File: src/rtl/sha256_round_ctrl_if.sv
`default_nettype none
// ============================================================================
// Module      : sha256_round_ctrl_if
// Description : Handshake, counter and datapath-control bundle for the
//               SHA-256 round controller.
// Revision    : 1.0
// ============================================================================
interface sha256_round_ctrl_if;
    logic       start;
    logic       first_blk;
    logic       w_valid;
    logic       w_ready;
    logic       w_load;
    logic [3:0] w_idx;
    logic [5:0] round;
    logic       cnt_rst;
    logic       cnt_en;
    logic       init_iv;
    logic       load_vars;
    logic       round_en;
    logic       sched_sel;
    logic       hash_upd;
    logic       busy;
    logic       done;
    logic       digest_valid;

    modport master (
        input  start, first_blk, w_valid, round,
        output w_ready, w_load, w_idx, cnt_rst, cnt_en, init_iv, load_vars,
               round_en, sched_sel, hash_upd, busy, done, digest_valid
    );

    modport slave (
        output start, first_blk, w_valid, round,
        input  w_ready, w_load, w_idx, cnt_rst, cnt_en, init_iv, load_vars,
               round_en, sched_sel, hash_upd, busy, done, digest_valid
    );
endinterface
`default_nettype wire

File: src/rtl/sha256_round_ctrl.sv
`default_nettype none
// ============================================================================
// Module      : sha256_round_ctrl
// Description : Control FSM for one SHA-256 block compression (load, init,
//               round loop, hash update) driving an external round counter.
// Revision    : 1.0
// ============================================================================
module sha256_round_ctrl #(
    parameter int NUM_ROUNDS = 64,
    parameter int MSG_WORDS  = 16
) (
    input  wire logic         clk,
    input  wire logic         reset,
    sha256_round_ctrl_if.master bus
);

    localparam logic [5:0] C_LAST_ROUND = 6'(NUM_ROUNDS - 1);
    localparam logic [3:0] C_LAST_WORD  = 4'(MSG_WORDS - 1);
    localparam logic [5:0] C_SCHED_FROM = 6'd16;

    typedef enum logic [2:0] {
        S_IDLE   = 3'd0,
        S_LOAD   = 3'd1,
        S_INIT   = 3'd2,
        S_ROUND  = 3'd3,
        S_UPDATE = 3'd4,
        S_DONE   = 3'd5
    } state_t;

    state_t     state_q, state_d;
    logic [3:0] w_idx_q, w_idx_d;
    logic       digest_valid_q, digest_valid_d;
    logic       accept_w;

    always_ff @(posedge clk) begin
        if (reset) begin
            state_q        <= S_IDLE;
            w_idx_q        <= 4'd0;
            digest_valid_q <= 1'b0;
        end else begin
            state_q        <= state_d;
            w_idx_q        <= w_idx_d;
            digest_valid_q <= digest_valid_d;
        end
    end

    always_comb begin
        state_d        = state_q;
        w_idx_d        = w_idx_q;
        digest_valid_d = digest_valid_q;
        accept_w       = 1'b0;

        bus.w_ready    = 1'b0;
        bus.cnt_rst    = 1'b0;
        bus.cnt_en     = 1'b0;
        bus.init_iv    = 1'b0;
        bus.load_vars  = 1'b0;
        bus.round_en   = 1'b0;
        bus.sched_sel  = 1'b0;
        bus.hash_upd   = 1'b0;
        bus.busy       = (state_q != S_IDLE);
        bus.done       = 1'b0;

        case (state_q)
            S_IDLE: begin
                bus.cnt_rst = 1'b1;
                // Mealy: the IV load coincides with the accepted start cycle.
                bus.init_iv = bus.start & bus.first_blk & ~reset;
                if (bus.start) begin
                    state_d        = S_LOAD;
                    w_idx_d        = 4'd0;
                    digest_valid_d = 1'b0;
                end
            end
            S_LOAD: begin
                bus.w_ready = 1'b1;
                accept_w    = bus.w_valid & ~reset;
                if (bus.w_valid) begin
                    w_idx_d = w_idx_q + 4'd1;
                    if (w_idx_q == C_LAST_WORD) begin
                        state_d = S_INIT;
                    end
                end
            end
            S_INIT: begin
                bus.load_vars = 1'b1;
                bus.cnt_rst   = 1'b1;
                state_d       = S_ROUND;
            end
            S_ROUND: begin
                bus.round_en  = 1'b1;
                bus.cnt_en    = 1'b1;
                bus.sched_sel = (bus.round >= C_SCHED_FROM);
                if (bus.round == C_LAST_ROUND) begin
                    state_d = S_UPDATE;
                end
            end
            S_UPDATE: begin
                bus.hash_upd   = 1'b1;
                digest_valid_d = 1'b1;
                state_d        = S_DONE;
            end
            S_DONE: begin
                bus.done = 1'b1;
                state_d  = S_IDLE;
            end
            default: begin
                state_d = S_IDLE;
            end
        endcase
    end

    assign bus.w_load       = accept_w;
    assign bus.w_idx        = w_idx_q;
    assign bus.digest_valid = digest_valid_q;

endmodule
`default_nettype wire

File: src/flat_wrapper.sv
// flat-port wrapper written by rule: the top's interface ports become plain ports
module sha256_round_ctrl_flat 
#(
    parameter int NUM_ROUNDS = 64,
    parameter int MSG_WORDS  = 16
)
  (clk, reset, bus_start, bus_first_blk, bus_w_valid, bus_round, bus_w_ready, bus_w_load, bus_w_idx, bus_cnt_rst, bus_cnt_en, bus_init_iv, bus_load_vars, bus_round_en, bus_sched_sel, bus_hash_upd, bus_busy, bus_done, bus_digest_valid);
  sha256_round_ctrl_if bus_i ();
  input  wire logic clk;
  input  wire logic reset;
  input wire logic [$bits(bus_i.start)-1:0] bus_start;
  input wire logic [$bits(bus_i.first_blk)-1:0] bus_first_blk;
  input wire logic [$bits(bus_i.w_valid)-1:0] bus_w_valid;
  input wire logic [$bits(bus_i.round)-1:0] bus_round;
  output wire logic [$bits(bus_i.w_ready)-1:0] bus_w_ready;
  output wire logic [$bits(bus_i.w_load)-1:0] bus_w_load;
  output wire logic [$bits(bus_i.w_idx)-1:0] bus_w_idx;
  output wire logic [$bits(bus_i.cnt_rst)-1:0] bus_cnt_rst;
  output wire logic [$bits(bus_i.cnt_en)-1:0] bus_cnt_en;
  output wire logic [$bits(bus_i.init_iv)-1:0] bus_init_iv;
  output wire logic [$bits(bus_i.load_vars)-1:0] bus_load_vars;
  output wire logic [$bits(bus_i.round_en)-1:0] bus_round_en;
  output wire logic [$bits(bus_i.sched_sel)-1:0] bus_sched_sel;
  output wire logic [$bits(bus_i.hash_upd)-1:0] bus_hash_upd;
  output wire logic [$bits(bus_i.busy)-1:0] bus_busy;
  output wire logic [$bits(bus_i.done)-1:0] bus_done;
  output wire logic [$bits(bus_i.digest_valid)-1:0] bus_digest_valid;
  assign bus_i.start = bus_start;
  assign bus_i.first_blk = bus_first_blk;
  assign bus_i.w_valid = bus_w_valid;
  assign bus_i.round = bus_round;
  assign bus_w_ready = bus_i.w_ready;
  assign bus_w_load = bus_i.w_load;
  assign bus_w_idx = bus_i.w_idx;
  assign bus_cnt_rst = bus_i.cnt_rst;
  assign bus_cnt_en = bus_i.cnt_en;
  assign bus_init_iv = bus_i.init_iv;
  assign bus_load_vars = bus_i.load_vars;
  assign bus_round_en = bus_i.round_en;
  assign bus_sched_sel = bus_i.sched_sel;
  assign bus_hash_upd = bus_i.hash_upd;
  assign bus_busy = bus_i.busy;
  assign bus_done = bus_i.done;
  assign bus_digest_valid = bus_i.digest_valid;
  sha256_round_ctrl #(.NUM_ROUNDS(NUM_ROUNDS), .MSG_WORDS(MSG_WORDS)) u_core (.clk(clk), .reset(reset), .bus(bus_i));
endmodule
File: config.mk
export PLATFORM = sky130hd
export DESIGN_NAME = sha256_round_ctrl_flat
export DESIGN_NICKNAME = d
export VERILOG_FILES = /design/src/rtl/sha256_round_ctrl_if.sv /design/src/rtl/sha256_round_ctrl.sv /design/src/flat_wrapper.sv
export SDC_FILE = /design/constraint.sdc
export NUM_CORES = 1
export LEC_CHECK = 0
export CAP_MARGIN = 10
export CORE_UTILIZATION = 35
export CTS_CLUSTER_SIZE = 24
export DETAILED_ROUTE_END_ITERATION = 8
export PLACE_DENSITY = 0.76
export RECOVER_POWER = 50
export SYNTH_ARGS = -nofsm -noshare
export SYNTH_HDL_FRONTEND = slang
export SYNTH_SLANG_ARGS = --single-unit
File: constraint.sdc
create_clock -name clk -period 2.1 [get_ports clk]
set_input_delay 0.42 -clock clk [delete_from_list [all_inputs] [get_ports clk]]
set_output_delay 0.42 -clock clk [all_outputs]
set_load 0.01 [all_outputs]
==> results.md, run 1 <==
- Outcome: complete, but fails checks
- Failing checks: DRC
- Hold slack: 0.5151 ns
- Pwr dens: 422.1 mW/mm^2
- Largest area contributor in the netlist: dfxtp_1
- Fmax achieved: 498.4 MHz
- # placed instances: 108
- Boundary Pins: 27
- FILL cells: 161
- Critical path's slowest cell: clkdlybuf4s50_1
- Vias in the first global route: 596
- Setup Skew: 0.0005882 ns
- Leak Pwr: 0.4053 nW
- Syn nets: 75
- Kind of start point of the critical path: flip-flop
- Via density: 5.577
- Fin. Hold Viols: 0
- Total Power: 0.3840 mW
- CTS sink cnt: 8
- Synth cell types: 39
- Pre-CTS setup slack: 0.002641 ns
- RSZ-0062 raised after global routing: false
- Synth Register Bits: 8
- Residual DRC count: 6
- Rows: 14
- Share of layout cells above drive strength 1: 0.1895
- FF-to-FF path depth: 4
- Worst Hold Class: reg2reg
- Worst-margin pin slew: 0.3873 ns
- Critical path type: reg2out
- Final period utilization: 0.9555
- EDFF count, synth: 0
- DP Area: 885.9 um^2
- PnR worst setup slack: 0.09338 ns
- Cells after Synth: 63
- Slew HR: 0.7351
- Register area share after synthesis: 0.2667
- Nets: 109
- Hold path start: u_core.bus.w_idx[1]
- DR iter-0 viols: 16
- Min cycle time layout: 2.007 ns
- Crit path max-delay family: buffers and inverters
- Initial antenna violation count: 0
- Layout Cells excl Fill: 111
- Top-area cell type share of the netlist area: 0.2667
- WL per Instance: 13.20 um
- Drt total wl: 1465 um
- Die X: 43.43 um
- WP data arrival: 1.59 ns
- Final setup viols: 0
- Total gr overflow: 0
- CTS Root Cell: clkbuf_4
- WHS Endpoint: u_core.bus.w_idx[1]
- Post-synthesis async set-or-reset flop share: 0
- Crit-path max cell delay: 0.57 ns
- Port bufs: 26
- Register area: 161.4 um^2
- Detailed Place HPWL: 1158 um
- Initial core utilization: 0.3852
- Post-synth top cells: 8 x dfxtp_1, 5 x nand3_1, 3 x a21oi_1, 3 x buf_6, 3 x nor3_1
- R2R Path End: u_core.state_q[1]
- CTS buffer count: 3
- Core Util, Final: 0.5835
- Peak supply drop: 0.0002565 V
- Top FF cell, synth: dfxtp_1
- DIE HEIGHT: 43.43 um
- Placeable core area: 0.001559 mm^2
- Area Growth Syn to Fin: 51.46%
- Pins Over Slew Limit: 0
- Die area: 0.001886 mm^2
- Maximum number of pins on one net before global-route repair: 16
- Synth Cell Area: 600.6 um^2
- Synth area leaders: dfxtp_1 27%, nor3b_4 6.3%, buf_6 5.6%, nand3_1 4.2%, and4_1 2.9%
- Max-cap viol count: 0
- First-pass GRT wire length: 2477 um
- Gr usage total: 0.1690
- CTS tree: done
- Critical-path cell list: buf_4 -> nor3b_4 -> clkdlybuf4s50_1
- Syn Area/Cell: 9.533 um^2
- Vias: 619
- Crit path capture type: primary output
- Number of synthesis warnings: 0
- H-tree levels: 1
- Most numerous cell in the Yosys netlist: dfxtp_1
- Clk slew on worst S/H paths: 0.05 ns
- Critical R2R Launch: u_core.bus.w_idx[0]
- Setup TNS: 0 ns
- Buf+Inv Stages, Crit Path: 2
- Finished Cell Area: 909.6 um^2
- WHS Path Cells: 2
- Crit-path max FO: 14
- Drt first pass iters: 5
- Final GP Congestion: 0.7229
- R2r setup slk: 0.64 ns
- Max Root-Sink Buffers: 2
- WP data required: 1.68 ns
- Worst-Skew Late Latency: 0.25 ns
- Antenna Nets Post-Route: 0
- Area of the multi-input gates: 364.1 um^2
- Antenna Cells: 0
- Hold-fix buffers, CTS: 0
-- logic make-up (layout without fill, tap and decap cells) --
logic type,Yosys count,after routing,share of synthesized area
multiplexers,1,1,0.01667
AND/OR/NAND/NOR,30,30,0.3896
flip-flops,8,8,0.2667
buffers and inverters,8,40,0.1167
adder cells (fa/ha/maj),1,1,0.02083
AO/OA/AOI/OAI,15,15,0.1896
-- registers in the layout, indices dropped and copies added, names as in the netlist --
signal	flops
u_core.bus.digest_valid	1
u_core.bus.w_idx	4
u_core.state_q	3
-- how the worst max path moves through the flow --
| stage | startpoint | end | slack [ns] | cells after the start |
|---|---|---|---|---|
| global placement | reset | bus_w_load | -0.0004 | 4 |
| floorplan | u_core.state_q[0] | bus_init_iv | 0.55 | 3 |
| detailed placement | reset | bus_w_load | 0.003 | 4 |
| CTS | reset | bus_w_load | 0.003 | 4 |
| global route | u_core.state_q[0] | bus_load_vars | 0.01 | 4 |
| finish | u_core.state_q[2] | bus_hash_upd | 0.09 | 3 |
-- power breakdown --
group	total (mW)	switching, mW	internal, mW	leakage (nW)
Sequential	0.163	0.00686	0.157	0.0652
Combinational	0.105	0.0435	0.0611	0.326
Clock	0.116	0.0507	0.0653	0.0138
-- placed cells by master (no fill, tap or decap), types with 3 or more instances in the layout --
master           netlist  final
clkdlybuf4s50_1        0     17
dfxtp_1                8      7
nand3_1                5      5
dlygate4sd3_1          0      5
buf_4                  2      5
nor3_1                 3      3
a21oi_1                3      3
clkbuf_4               0      3
dlymetal6s2s_1         0      3
-- worst min-delay path: stages (launching register included) --
cell and delay, ns:
dfxtp_1 0.34, o31ai_1 0.07, a21oi_1 0.06
-- area by class of cell --
type	count	share of cell area
multi-input cells	47	0.4003
well taps	16	0.02201
inverters	2	0.008253
clock buffers	3	0.02476
repair buffers	35	0.3673
flip-flops and latches	8	0.1774
-- per-layer routing --
| layer | share of wire | routed length (um) | vias to the layer above | GRT usage |
|---|---|---|---|---|
| li1 | - | - | 310 | - |
| met1 | 0.42 | 616 | 289 | 0.1899 |
| met2 | 0.50 | 734 | 20 | 0.3152 |
| met3 | 0.077 | 113 | 0 | 0.03333 |
| met4 | 0 | 0 | 0 | 0.05625 |
| met5 | 0 | 0 | - | 0 |
-- repair_timing --
item / CTS / global route
setup buffers: 0 / 0
endpoints found under the setup margin: 1 / 5
pin swaps: 0 / 1
resized for setup: 1 / 6
Note: power is estimated with default switching activity, not from simulation.
==> run 2: changes to the inputs <==
--- a/config.mk
+++ b/config.mk
@@ -9,8 +9,8 @@
 export CORE_UTILIZATION = 35
 export CTS_CLUSTER_SIZE = 24
 export DETAILED_ROUTE_END_ITERATION = 8
-export PLACE_DENSITY = 0.76
-export RECOVER_POWER = 50
+export PLACE_DENSITY = 0.73
+export RECOVER_POWER = 100
 export SYNTH_ARGS = -nofsm -noshare
 export SYNTH_HDL_FRONTEND = slang
 export SYNTH_SLANG_ARGS = --single-unit
==> run 2 against run 1 <==
- the run still ends with DRC left
- clock power hardly changed
- first-iteration DRC count is 19% higher
- cell count is 0.90% higher
- hold slack worse by 0.029 ns
- utilization is 1.1 points lower
- fmax is 0.10% lower
- cell area is 1.9% lower
- clock-buffer cell count stayed put
- sequential power hardly changed
- non-clock buffer count is 1 higher
- clock skew is 0.0018 ns higher
- total power is 1.1% lower
==> results.md, run 2 (synthesized netlist as in run 1, its figures left out) <==
- Outcome: complete, but fails checks
- Failing checks: DRC
- Rows: 14
- Vias: 610
- Boundary Pins: 27
- Hold-fix buffers, CTS: 0
- Crit path capture type: primary output
- Buf+Inv Stages, Crit Path: 1
- Crit path max-delay family: buffers and inverters
- Vias in the first global route: 578
- Share of layout cells above drive strength 1: 0.1771
- WP data arrival: 1.59 ns
- Fin. Hold Viols: 0
- Pins Over Slew Limit: 0
- Antenna Cells: 0
- Critical path type: reg2out
- Min cycle time layout: 2.009 ns
- Final GP Congestion: 0.8155
- FF-to-FF path depth: 4
- Pre-CTS setup slack: -0.009352 ns
- Kind of start point of the critical path: flip-flop
- Antenna Nets Post-Route: 0
- Initial core utilization: 0.3852
- DR iter-0 viols: 19
- Routing usage on met3: 0.02500
- Area Growth Syn to Fin: 48.54%
- Worst-margin pin slew: 0.4248 ns
- Crit-path max cell delay: 0.61 ns
- Total Power: 0.3796 mW
- CTS sink cnt: 8
- Worst path depth: 2
- Crit-path max FO: 7
- Maximum number of pins on one net before global-route repair: 15
- Busiest grt layer: met2
- Grt met2 use: 0.2879
- H-tree levels: 1
- Commonest non-fill, non-tap cell in the layout: clkdlybuf4s50_1
- Placeable core area: 0.001559 mm^2
- Most frequent cells in the layout: 12 x clkdlybuf4s50_1, 9 x dlygate4sd3_1, 8 x buf_4
- Max Root-Sink Buffers: 2
- PnR worst setup slack: 0.09133 ns
- WHS Path Cells: 2
- Fmax achieved: 497.8 MHz
- Die X: 43.43 um
- First-pass GRT wire length: 2518 um
- Drt first pass iters: 6
- Slew HR: 0.7095
- CTS buffer count: 3
- CTS tree: done
- Die area: 0.001886 mm^2
- Drt total wl: 1509 um
- CTS Root Cell: clkbuf_4
- Final period utilization: 0.9565
- Detailed Place HPWL: 1145 um
- Layout Cells excl Fill: 112
- Initial antenna violation count: 0
- Port bufs: 26
- Critical-path cell list: or3_4 -> dlygate4sd3_1
- # placed instances: 109
- Residual DRC count: 4
- Leak Pwr: 0.4129 nW
- Largest register FFs: 4
- RSZ-0062 raised after global routing: false
- Worst-Skew Late Latency: 0.25 ns
- Worst Hold Class: reg2reg
- Via density: 5.446
- Final setup viols: 0
- Postcts setup bufs: 0
- Clk slew on worst S/H paths: 0.06 ns
- Setup Skew: 0.002358 ns
- Total gr overflow: 0
- Met1 Use GR: 0.2270
- Nets: 110
- Gr usage total: 0.1772
- Pwr dens: 425.5 mW/mm^2
- WL per Instance: 13.47 um
- Critical path's slowest cell: dlygate4sd3_1
- DIE HEIGHT: 43.43 um
- Max-cap viol count: 0
- WP data required: 1.68 ns
- FILL cells: 153
- Peak supply drop: 0.0002685 V
run 2: cell count changes in the layout (fill, tap and decap cells not counted), sizes merged:
cell           previous run  this run
buf                       7         8
dlygate4sd2               1         2
clkdlybuf4s50            17        12
dlygate4sd3               5         9
run 2: layer usage:
metal | vias to the layer above | routed length, um
met3 | 2 | 63
met2 | 16 | 730
met5 | - | 0
met4 | 0 | 4
met1 | 281 | 711
li1 | 311 | -
run 2: what timing repair did:
action                                  in CTS  in global routing
pin swaps                                    0                  0
endpoints found under the setup margin       3                  3
hold endpoints to repair                     0                  0
cloned                                       0                  0
gates resized for setup                      4                  3
run 2: final cells by class:
class	instances	area (um^2)	share of cell area
Timing Repair Buffer	36	332.8	0.3731
Inverter	2	7.507	0.008415
Clock buffer	3	22.52	0.02525
Sequential cell	8	162.7	0.1823
Tap cell	16	20.02	0.02244
Multi-Input combinational cell	47	346.6	0.3885
run 2: worst min-delay path: cells and delay by family (launching register included):
family / cells / cell delay [ns]
AOI/OAI and AO/OA: 1 / 0.06
DFF: 1 / 0.32
and+or+nand+nor: 1 / 0.07
run 2: power by group:
| part | internal (mW) | switching (mW) |
|---|---|---|
| Combinational | 0.0559 | 0.0420 |
| Sequential | 0.157 | 0.00764 |
| Clock | 0.0654 | 0.0520 |
run 2: through the flow:
| step | hold slack, ns | area, um^2 | TNS (ns) | utilization |
|---|---|---|---|---|
| finish | 0.4864 | 892.1 | 0 | 0.5722 |
| global route | 0.5336 | 892.1 | 0 | 0.5722 |
| CTS | 0.4965 | 915.9 | 0 | 0.5875 |
| detailed placement | 0.4823 | 893.4 | -0.009352 | 0.5730 |
| global placement | 0.4742 | 893.4 | -0.01261 | 0.5730 |
| floorplan | 0.5212 | 600.6 | 0 | - |
run 2: final timing paths:
path / startpoint / endpoint / slack [ns]
max: u_core.state_q[0] / bus_busy / 0.09
min: u_core.bus.digest_valid / u_core.bus.digest_valid / 0.49
max reg2reg: u_core.bus.w_idx[0] / u_core.state_q[1] / 0.60
min reg2reg: u_core.bus.digest_valid / u_core.bus.digest_valid / 0.49
==> run 3: changes to the inputs <==
--- a/config.mk
+++ b/config.mk
@@ -6,10 +6,10 @@
 export NUM_CORES = 1
 export LEC_CHECK = 0
 export CAP_MARGIN = 10
-export CORE_UTILIZATION = 35
+export CORE_UTILIZATION = 26
 export CTS_CLUSTER_SIZE = 24
 export DETAILED_ROUTE_END_ITERATION = 8
-export PLACE_DENSITY = 0.73
+export PLACE_DENSITY = 0.58
 export RECOVER_POWER = 100
 export SYNTH_ARGS = -nofsm -noshare
 export SYNTH_HDL_FRONTEND = slang
==> run 3 against run 2 <==
- the flow now finishes without violations
- sequential share of layout area down 0.63 points
- hold slack worse by 0.012 ns
- sequential power about the same
- critical path type unchanged
- critical endpoint unchanged
- largest power group unchanged
==> results.md, run 3 (synthesized netlist as in run 1, its figures left out) <==
- Outcome: complete, no violations
- Via density: 4.904
- Hold-fix buffers, CTS: 0
- Pins Over Slew Limit: 0
- Clk slew on worst S/H paths: 0.06 ns
- R2r setup slk: 0.65 ns
- Nets: 111
- WP data arrival: 1.63 ns
- Crit path from: u_core.state_q[0]
- DP Area: 915.9 um^2
- Fin. Hold Viols: 0
- DR iter-0 viols: 15
- Area of the multi-input gates: 357.8 um^2
- Post-CTS resize count: 7
- Drt total wl: 1629 um
- Layout Cells excl Fill: 125
- R2R Path End: u_core.bus.w_idx[3]
- Worst Hold Class: reg2reg
- Rows: 17
- Antenna Cells: 0
- Crit-path max cell delay: 0.61 ns
- H-tree levels: 1
- Leak Pwr: 0.3870 nW
- WP data required: 1.68 ns
- CTS sink cnt: 8
- Min cycle time layout: 2.051 ns
- Die X: 50.06 um
- DIE HEIGHT: 50.06 um
- WHS Endpoint: u_core.bus.digest_valid
- Max Root-Sink Buffers: 2
- Clock network fraction of design power: 0.317
- Vias: 613
- Maximum number of pins on one net before global-route repair: 15
- Max-cap viol count: 0
- Worst-margin pin slew: 0.3953 ns
- Crit path capture type: primary output
- Port bufs: 26
- Largest register FFs: 4
- First-pass GRT wire length: 2684 um
- Internal power: 0.2800 mW
- Fmax achieved: 487.5 MHz
- Drt first pass iters: 3
- WL per Instance: 13.03 um
- WHS Path Cells: 2
- Share of layout cells above drive strength 1: 0.2062
- Residual DRC count: 0
- Kind of start point of the critical path: flip-flop
- Sw frac: 0.2822
- Commonest non-fill, non-tap cell in the layout: clkdlybuf4s50_1
- Hold slack: 0.4743 ns
- Postcts setup bufs: 0
- CTS Root Cell: clkbuf_4
- Critical-path cell list: or3_4 -> dlygate4sd3_1
- Initial antenna violation count: 0
- Final period utilization: 0.9768
- Initial core utilization: 0.2741
- Worst-Skew Late Latency: 0.26 ns
- Vias in the first global route: 644
- Setup Skew: 0.003491 ns
- Total gr overflow: 0
- FILL cells: 235
- Critical path's slowest cell: dlygate4sd3_1
- Hold path start: u_core.bus.digest_valid
- Detailed Place HPWL: 1251 um
- NetSw: 0.1101 mW
- Die area: 0.002506 mm^2
- Critical R2R Launch: u_core.state_q[0]
- Gr usage total: 0.1397
- Finished Cell Area: 917.1 um^2
- FF-to-FF path depth: 4
- Slew HR: 0.7296
- Register area: 161.4 um^2
- Register share of total power: 0.420
- Final GP Congestion: 0.7974
- Antenna Nets Post-Route: 0
- Pwr dens: 425.3 mW/mm^2
- Final setup viols: 0
- Gate power share: 0.263
- # placed instances: 122
- Area Growth Syn to Fin: 52.71%
- Critical path type: reg2out
- Crit-path max FO: 7
- Most frequent cells in the layout: 12 x clkdlybuf4s50_1, 10 x buf_4, 9 x dlygate4sd3_1
- Placeable core area: 0.002191 mm^2
- RSZ-0062 raised after global routing: false
- Peak supply drop: 0.0003385 V
- Boundary Pins: 27
- CTS tree: done
- CTS buffer count: 3
- Setup TNS: 0 ns
-- run 3: cell count changes in the layout (fill, tap and decap cells not counted), sizes merged --
cell and delta:
dlymetal6s2s -3, buf +2, clkbuf -1, dlygate4sd2 +3
-- run 3: per-stage QoR --
| stage | total power, mW | util | worst slack (ns) |
|---|---|---|---|
| after floorplan | 0.2201 | - | 0.5483 |
| after CTS | 0.4043 | 0.4266 | 0.06134 |
| after detailed placement | 0.2789 | 0.4180 | -0.04042 |
| final | 0.3901 | 0.4186 | 0.04871 |
| after global routing | 0.4084 | 0.4186 | 0.01203 |
| after global placement | 0.2768 | 0.4180 | -0.01946 |
-- run 3: layout make-up --
cell class / instances / area share
clock buffer: 3 / 0.02456
inverter: 2 / 0.008186
multi-input combinational: 47 / 0.3902
sequential: 8 / 0.1760
tap: 28 / 0.03820
timing repair buffer: 37 / 0.3629
-- run 3: critical path: cells and delay by family, from the launching register on --
family / cells / cell delay (ns)
flip-flops: 1 / 0.37
AND/OR/NAND/NOR: 1 / 0.39
buffers and inverters: 1 / 0.61
-- run 3: power by group through the flow --
stage	Combinational [mW]	Sequential [mW]	Clock, mW
3_5_place_dp	0.111	0.168	0
4_1_cts	0.109	0.165	0.131
6_report	0.102	0.164	0.124
3_3_place_gp	0.109	0.167	0
2_1_floorplan	0.0550	0.165	0
5_1_grt	0.111	0.165	0.133
-- run 3: per-layer routing --
layer,part of all wire,GRT usage
met2,0.49,0.2333
met5,0,0
met1,0.46,0.1679
met3,0.059,0.02469
met4,0,0.07143
-- run 3: how the worst max path moves through the flow --
stage | to | slack [ns] | cells past startpoint
floorplan | bus_init_iv | 0.55 | 3
global placement | bus_w_load | -0.02 | 4
detailed placement | bus_w_load | -0.04 | 4
CTS | bus_hash_upd | 0.06 | 3
global route | bus_busy | 0.01 | 2
finish | bus_busy | 0.05 | 2
